File: src/rtl/add_operand_feeder.sv
// Operand feeder for a combinational 4-bit adder.
// Operand pairs are queued in a small FIFO. The head pair is presented to an
// external adder. On each pop, the adder result and the operands are captured
// into a single-entry output stage.
// Each captured sum is also checked against an internally computed sum.
// Every disagreement is counted, saturating at 255, and latched into a sticky err flag.
//
// Handshake: a transfer happens on a rising edge where valid && ready are both 1.
// valid must not depend on ready. Once out_valid is raised, out_* hold until out_ready.
module add_operand_feeder #(
    parameter int DEPTH = 4
) (
    input  logic                     clk,
    input  logic                     rst,
    input  logic                     in_valid,
    output logic                     in_ready,
    input  logic [3:0]               in_a,
    input  logic [3:0]               in_b,
    output logic [3:0]               add_a,
    output logic [3:0]               add_b,
    input  logic [4:0]               add_sum,
    output logic                     out_valid,
    input  logic                     out_ready,
    output logic [3:0]               out_a,
    output logic [3:0]               out_b,
    output logic [4:0]               out_sum,
    output logic [$clog2(DEPTH):0]   count,
    output logic [7:0]               mismatch_cnt,
    output logic                     err
);

    localparam int PW = $clog2(DEPTH);
    localparam logic [PW:0] FULL_CNT = DEPTH[PW:0];

    logic [3:0]    r_mem_a [DEPTH];
    logic [3:0]    r_mem_b [DEPTH];
    logic [PW-1:0] r_wr_ptr;
    logic [PW-1:0] r_rd_ptr;
    logic [PW:0]   r_count;
    logic          r_out_valid;
    logic [3:0]    r_out_a;
    logic [3:0]    r_out_b;
    logic [4:0]    r_out_sum;
    logic [7:0]    r_mismatch_cnt;
    logic          r_err;

    logic          w_not_empty;
    logic          w_push;
    logic          w_pop;
    logic [3:0]    w_head_a;
    logic [3:0]    w_head_b;
    logic [4:0]    w_exp_sum;
    logic          w_mismatch;

    // A full FIFO never accepts, even if it pops in the same cycle.
    assign w_not_empty = (r_count != '0);
    assign in_ready    = (r_count < FULL_CNT);
    assign w_push      = in_valid && in_ready;
    assign w_pop       = w_not_empty && (!r_out_valid || out_ready);
    assign w_head_a    = r_mem_a[r_rd_ptr];
    assign w_head_b    = r_mem_b[r_rd_ptr];
    assign w_exp_sum   = {1'b0, w_head_a} + {1'b0, w_head_b};
    assign w_mismatch  = w_pop && (add_sum != w_exp_sum);

    // When the FIFO is empty, the adder inputs are zero so stale memory never reaches them.
    assign add_a        = w_not_empty ? w_head_a : 4'd0;
    assign add_b        = w_not_empty ? w_head_b : 4'd0;
    assign out_valid    = r_out_valid;
    assign out_a        = r_out_a;
    assign out_b        = r_out_b;
    assign out_sum      = r_out_sum;
    assign count        = r_count;
    assign mismatch_cnt = r_mismatch_cnt;
    assign err          = r_err;

    // Write the storage array. It is not reset, because occupancy gates every read.
    always_ff @(posedge clk) begin
        if (w_push) begin
            r_mem_a[r_wr_ptr] <= in_a;
            r_mem_b[r_wr_ptr] <= in_b;
        end
    end

    // Update the pointers and occupancy. The pointers wrap naturally because DEPTH is a power of two.
    always_ff @(posedge clk or posedge rst) begin
        if (rst) begin
            r_wr_ptr <= '0;
            r_rd_ptr <= '0;
            r_count  <= '0;
        end else begin
            if (w_push) r_wr_ptr <= r_wr_ptr + PW'(1);
            if (w_pop)  r_rd_ptr <= r_rd_ptr + PW'(1);
            case ({w_push, w_pop})
                2'b10:   r_count <= r_count + (PW+1)'(1);
                2'b01:   r_count <= r_count - (PW+1)'(1);
                default: r_count <= r_count;
            endcase
        end
    end

    // Output stage: load on pop, drop on acceptance without refill, otherwise hold.
    always_ff @(posedge clk or posedge rst) begin
        if (rst) begin
            r_out_valid <= 1'b0;
            r_out_a     <= 4'd0;
            r_out_b     <= 4'd0;
            r_out_sum   <= 5'd0;
        end else if (w_pop) begin
            r_out_valid <= 1'b1;
            r_out_a     <= w_head_a;
            r_out_b     <= w_head_b;
            r_out_sum   <= add_sum;
        end else if (r_out_valid && out_ready) begin
            r_out_valid <= 1'b0;
        end
    end

    // Self-check bookkeeping: the mismatch counter saturates, and err stays set until reset.
    always_ff @(posedge clk or posedge rst) begin
        if (rst) begin
            r_mismatch_cnt <= 8'd0;
            r_err          <= 1'b0;
        end else if (w_mismatch) begin
            r_err <= 1'b1;
            if (r_mismatch_cnt != 8'hFF) r_mismatch_cnt <= r_mismatch_cnt + 8'd1;
        end
    end

endmodule

File: config.mk
export PLATFORM = sky130hd
export DESIGN_NAME = add_operand_feeder
export DESIGN_NICKNAME = d
export VERILOG_FILES = /design/src/rtl/add_operand_feeder.sv
export SDC_FILE = /design/constraint.sdc
export NUM_CORES = 1
export LEC_CHECK = 0
export ABC_AREA = 1
export BUFFER_PORTS_ARGS = -buffer_cell sky130_fd_sc_hd__buf_2
export CORE_MARGIN = 2
export CORE_UTILIZATION = 60
export CTS_CLUSTER_DIAMETER = 30
export CTS_CLUSTER_SIZE = 28
export DETAILED_ROUTE_END_ITERATION = 16
export PLACE_DENSITY_LB_ADDON = 0.08
export SLEW_MARGIN = 20
export SYNTH_ARGS = -nofsm -noshare
export SYNTH_HDL_FRONTEND = slang
export SYNTH_SLANG_ARGS = --single-unit
File: constraint.sdc
create_clock -name clk -period 4.13 [get_ports clk]
set_clock_uncertainty 0.1 [all_clocks]
set_input_delay 1.0325 -clock clk [delete_from_list [all_inputs] [get_ports clk]]
set_output_delay 1.0325 -clock clk [all_outputs]
set_load 0.03 [all_outputs]
# Word level (Yosys, flattened, before mapping)
# Memories as Yosys holds them, arrays and structs flattened.
# Index checks and enable logic that the tools add are counted.
# totals
ff_bits	30
ramBits	32
in_bits	17
output_inout_bits	35
elab_cells	39
mem_count	2
# op_classes
addsub	6
order_cmp	1
eq_ne	4
mux	7
reduce_logical	10
# mem_list
memory	words	word_bits	rd	rd_clocked_by_memory_dff	write_ports	line	source
r_mem_a	4	4	1	0	1	35	logic [3:0] r_mem_a [DEPTH];
r_mem_b	4	4	1	0	1	36	logic [3:0] r_mem_b [DEPTH];
# op_table
cell	n
$add 8x1->8 const B	1
$mux 4	2
$ne 8x8->1 const B	1
$pmux 3 s2	1
$add 4x4->5	1
$ne 5x5->1	1
$add 2x1->2 const B	2
$logic_and 1x1->1	4
$mux 1	4
$reduce_bool 2->1	2
$add 3x1->3 const B	1
$lt 3x3->1 const B	1
$reduce_bool 3->1	1
$sub 3x1->3 const B	1
$eq 2x1->1 const B	1
$eq 2x2->1 const B	1
$reduce_and 2->1	1
$logic_not 1->1	1
$logic_or 1x1->1	1

# Longest topological paths before layout
# logic_depth
depth_word	5
depth_mapped	20
ltp_nobuf	17

# Least setup slack after synthesis
# No wires, ideal clock.
# synth_timing
path_type	register to register
from	reg r_rd_ptr[0]
to	reg r_err (netlist: err)
setup_ns	0.118
t_arrival_ns	2.487
required_ns	3.912
path_slack_ns	1.425
stages_incl_launch_ff	19
path_buffers	3
synth_period_minus_slack_ns	2.705
path_cell_list	dfrtp_1 -> buf_2 -> clkinv_1 -> buf_2 -> nand2_1 -> nand3_1 -> nand2_1 -> inv_1 -> ha_1 -> fa_1 -> inv_1 -> nand2_1 -> nand2_1 -> nor2_1 -> nand3_1 -> nor2_1 -> nand2_1 -> buf_4 -> a21o_1
# synth_via
elab_chain_len	4
word_cells_on_any_way	5
cone_classes	add/sub (1); eq/ne (1); reduce/logical (1); memory (2)
# synth_lines
element	line	source
start: declaration	38	logic [PW-1:0] r_rd_ptr;
start signal: assignment	92	if (w_pop) r_rd_ptr <= r_rd_ptr + PW'(1);
$mem_v2 4x4	n/a	
net w_head_a[0]	50	logic [3:0] w_head_a;
$add 4x4->5	62	assign w_exp_sum = {1'b0, w_head_a} + {1'b0, w_head_b};
$ne 5x5->1	63	assign w_mismatch = w_pop && (add_sum != w_exp_sum);
$logic_and 1x1->1	63	
end signal: assignment	122	r_err <= 1'b0;
end signal: assignment	124	r_err <= 1'b1;
end: declaration	45	logic r_err;
# The timed path passes the listed nets, and every way through them passes these cells.
# A chain may end at the register's enable or synchronous reset.

# Worst setup path in the final report
# layout_timing
from	reg r_rd_ptr[0]
to	reg r_mismatch_cnt[4] (netlist: mismatch_cnt[4])
# layout_via
elab_chain_len	5
word_cells_on_any_way	6
cone_classes	add/sub (1); eq/ne (1); reduce/logical (2); memory (2)
# layout_lines
element	line	source
$mem_v2 4x4	n/a	
net w_head_a[0]	50	
$add 4x4->5	62	
$ne 5x5->1	63	
$logic_and 1x1->1	63	
$reduce_and 2->1 (no line)	n/a	
end signal: assignment	125	if (r_mismatch_cnt != 8'hFF) r_mismatch_cnt <= r_mismatch_cnt + 8'd1;
end: declaration	44	logic [7:0] r_mismatch_cnt;
# The timed path passes the listed nets, and every way through them passes these cells.

==> impl_metrics.ini <==
[floorplan]
die_h_um = 74.0
rows = 25
start_util_pct = 62.2
core-area_um2 = 4720
die_x_um = 74.0
pin_count = 52
die_area_um2 = 5470

[routing]
avgViaCountPerCell = 5.01
drt_iter0_drc = 91
drc = 0
dr_total_vias = 2194
wl_mm = 5.36
ant_nets = 0
wl_per_cell_um = 12.2
firstDrtPassIters = 4

[pwr]
power_switching_mw = 1.45
p_leak_nw = 1.68
p_total_mw = 3.03
power.ir.vdd_worst_mv = 0.377
comb_power_share_pct = 51.6
p_sw_share_pct = 47.8
power_density_nw_per_um2 = 885
clkPwrFrac_pct = 16.7
intPower_mw = 1.58
p_seq_share_pct = 31.8

[clocking]
cts.hold.buffers_added = 0
cts.sinks = 62
cts_tree = built
cts_htree_levels = 3
clk_pin_slew_ns = 0.07
cts_inserted_buffers = 9
clock_latency_ns = 0.33
postCtsSetupBuffers = 0
cts-root-buf = clkbuf_8
post_cts_resized = 0
max-clock-path-buffers = 2

[yosys]
ys_seq_area_share_pct = 58.3
synth_warnings = 0
syn_area_um2 = 2940
synthCells = 312
synth_area_leader_cell = edfxtp_1
synth_nets = 341
synthDominantCellAreaShare_pct = 32.7
synth_area_leaders = edfxtp_1, dfrtp_1, nand2_1, inv_1, ha_1
avgSynthCellArea_um2 = 9.41
ys_ff_latch = 62
synth_cell_type_count = 27

[global_route]
grt_pass1_vias = 1935
grt_pass1_wl_mm = 8.76
grt-ovfl-total = 0
grt_max_degree = 31
grt_antenna_before_repair = 0
grt_usage_pct = 21.5

[worst_hold_path]
hp-class = reg2reg

[cells_and_area]
area_delta_synth_final_pct = 16.5
most-common-layout-cells = nand2_1, buf_2, inv_1
drive_gt1_share_pct = 19.7
stdcell_count = 438
final_nets = 396
antennaDiodeCount = 0
utilization_pct = 72.5
final_common_cell = nand2_1

[setup_path]
cp_slowest_cell = dfrtp_1
critPathCaptureType = register
worstPathMaxFanout = 18
worstSetupStartpointType = register
crit_chain = clkinv_1, nand2_1, nand3_1, nand2_1, inv_1, ha_1, fa_1, inv_1, nand2_1, nand2_1, nand2_1, nand3_1, nor2_1, nand2_1, nand3_2, nand2_1, nand2_1
crit_arrival_ns = 3.54
cp.required_ns = 4.25
cp_common_cell = nand2_1
critPathKind = reg2reg
cpPeakStageDelay_ns = 0.64

[timing]
fin_crit_sh_pct = 82.7
setup_slack_ns = 0.713
clock.fmax_ghz = 0.293
slew_headroom_pct = 49.5
final.setup.tns_ns = 0
period_minus_slack_ns = 3.42
hold_violations = 0
tightest_slew_ns = 0.755
rsz0062_at_grt = no
setup_viol = 0
final_max_slew_viol_count = 0

[status]
status = completed

[placed_design]
post-dp-hpwl_mm = 3.98
portBuffers = 51
post-place-ws_ns = 0.729
placedCellCount = 423
place_congestion = 0.810

[flow_run]
maxCapViolCount = 0
## per-stage QoR
stage | hold slack [ns] | cell area, µm²
floorplan | 0.457 | 2940
global placement | 0.346 | 3230
detailed placement | 0.355 | 3230
CTS | 0.369 | 3420
global route | 0.396 | 3420
finish | 0.374 | 3420
## cell families (layout without fill, tap and decap cells)
family	Yosys count	in the layout	share of synthesized area (%)
AND/OR/NAND/NOR	162	162	23.6
flip-flops	62	62	58.3
buffers and inverters	50	109	7.11
AO/OA/AOI/OAI	19	19	3.32
adder cells (fa/ha/maj)	12	12	5.62
XOR/XNOR	7	7	2.09
## worst max-delay path, delay by kind of cell (launching register included)
kind / cells / cell delay [ns]
simple gates: 12 / 1.30
flops: 1 / 0.64
buf+inv: 3 / 0.64
fa+ha+maj: 2 / 0.62
## Yosys cell counts, drive strengths merged
master   n
nand2   99
inv     41
edfxtp  32
dfrtp   30
nor2    28
nand3   25
o21ai   15
ha      10
nand4    8
buf      7
xor2     5
a21oi    3
fa       2
nor3     2
xnor2    2
a21o     1
clkbuf   1
clkinv   1
## state kept, by name, indices dropped and copies added, names as in the netlist
name	cells
r_mem_a	16
r_mem_b	16
mismatch_cnt	8
out_sum	5
out_a	4
out_b	4
count	3
r_rd_ptr	2
r_wr_ptr	2
err	1
out_valid	1
## per-layer routing
| layer | global-route usage [%] | share of wire, % | vias up |
|---|---|---|---|
| li1 | - | - | 1110 |
| met1 | 30.0 | 48 | 1013 |
| met2 | 31.6 | 46 | 60 |
| met3 | 5.01 | 4.3 | 11 |
| met4 | 11.3 | 1.4 | 0 |
| met5 | 0 | 0 | - |
## cell type report
type | instances | area (µm²)
well taps | 67 | 83.8
flip-flops and latches | 62 | 1710
inverters | 42 | 160
clock buffers | 9 | 124
multi-input cells | 200 | 1020
clock inverters | 6 | 63.8
repair buffers | 52 | 263
fillers | 344 | 1300
## final timing paths
check | start | endpoint | slack, ns | cells after the start
setup / recovery | r_rd_ptr[0]$_DFFE_PP0P_ | mismatch_cnt[4]$_DFFE_PP0P_ | 0.71 | 17
hold / removal | err$_DFFE_PP0P_ | err$_DFFE_PP0P_ | 0.37 | 1
setup reg to reg | r_rd_ptr[0]$_DFFE_PP0P_ | mismatch_cnt[4]$_DFFE_PP0P_ | 0.71 | 17
hold reg to reg | err$_DFFE_PP0P_ | err$_DFFE_PP0P_ | 0.37 | 1
max in group asynchronous | rst | mismatch_cnt[4]$_DFFE_PP0P_ | 2.98 | 3
min in group asynchronous | rst | count[1]$_DFFE_PP0P_ | 0.67 | 3
## power by group through the flow
stage               logic, mW  clock network (mW)  registers (mW)
finish                   1.56               0.505           0.962
global route             1.77               0.544           0.984
CTS                      1.57               0.514           0.962
detailed placement       1.57                   0           0.974
global placement         1.52                   0           0.969
floorplan                1.05                   0            1.13
(Power assumes the default switching activity.)
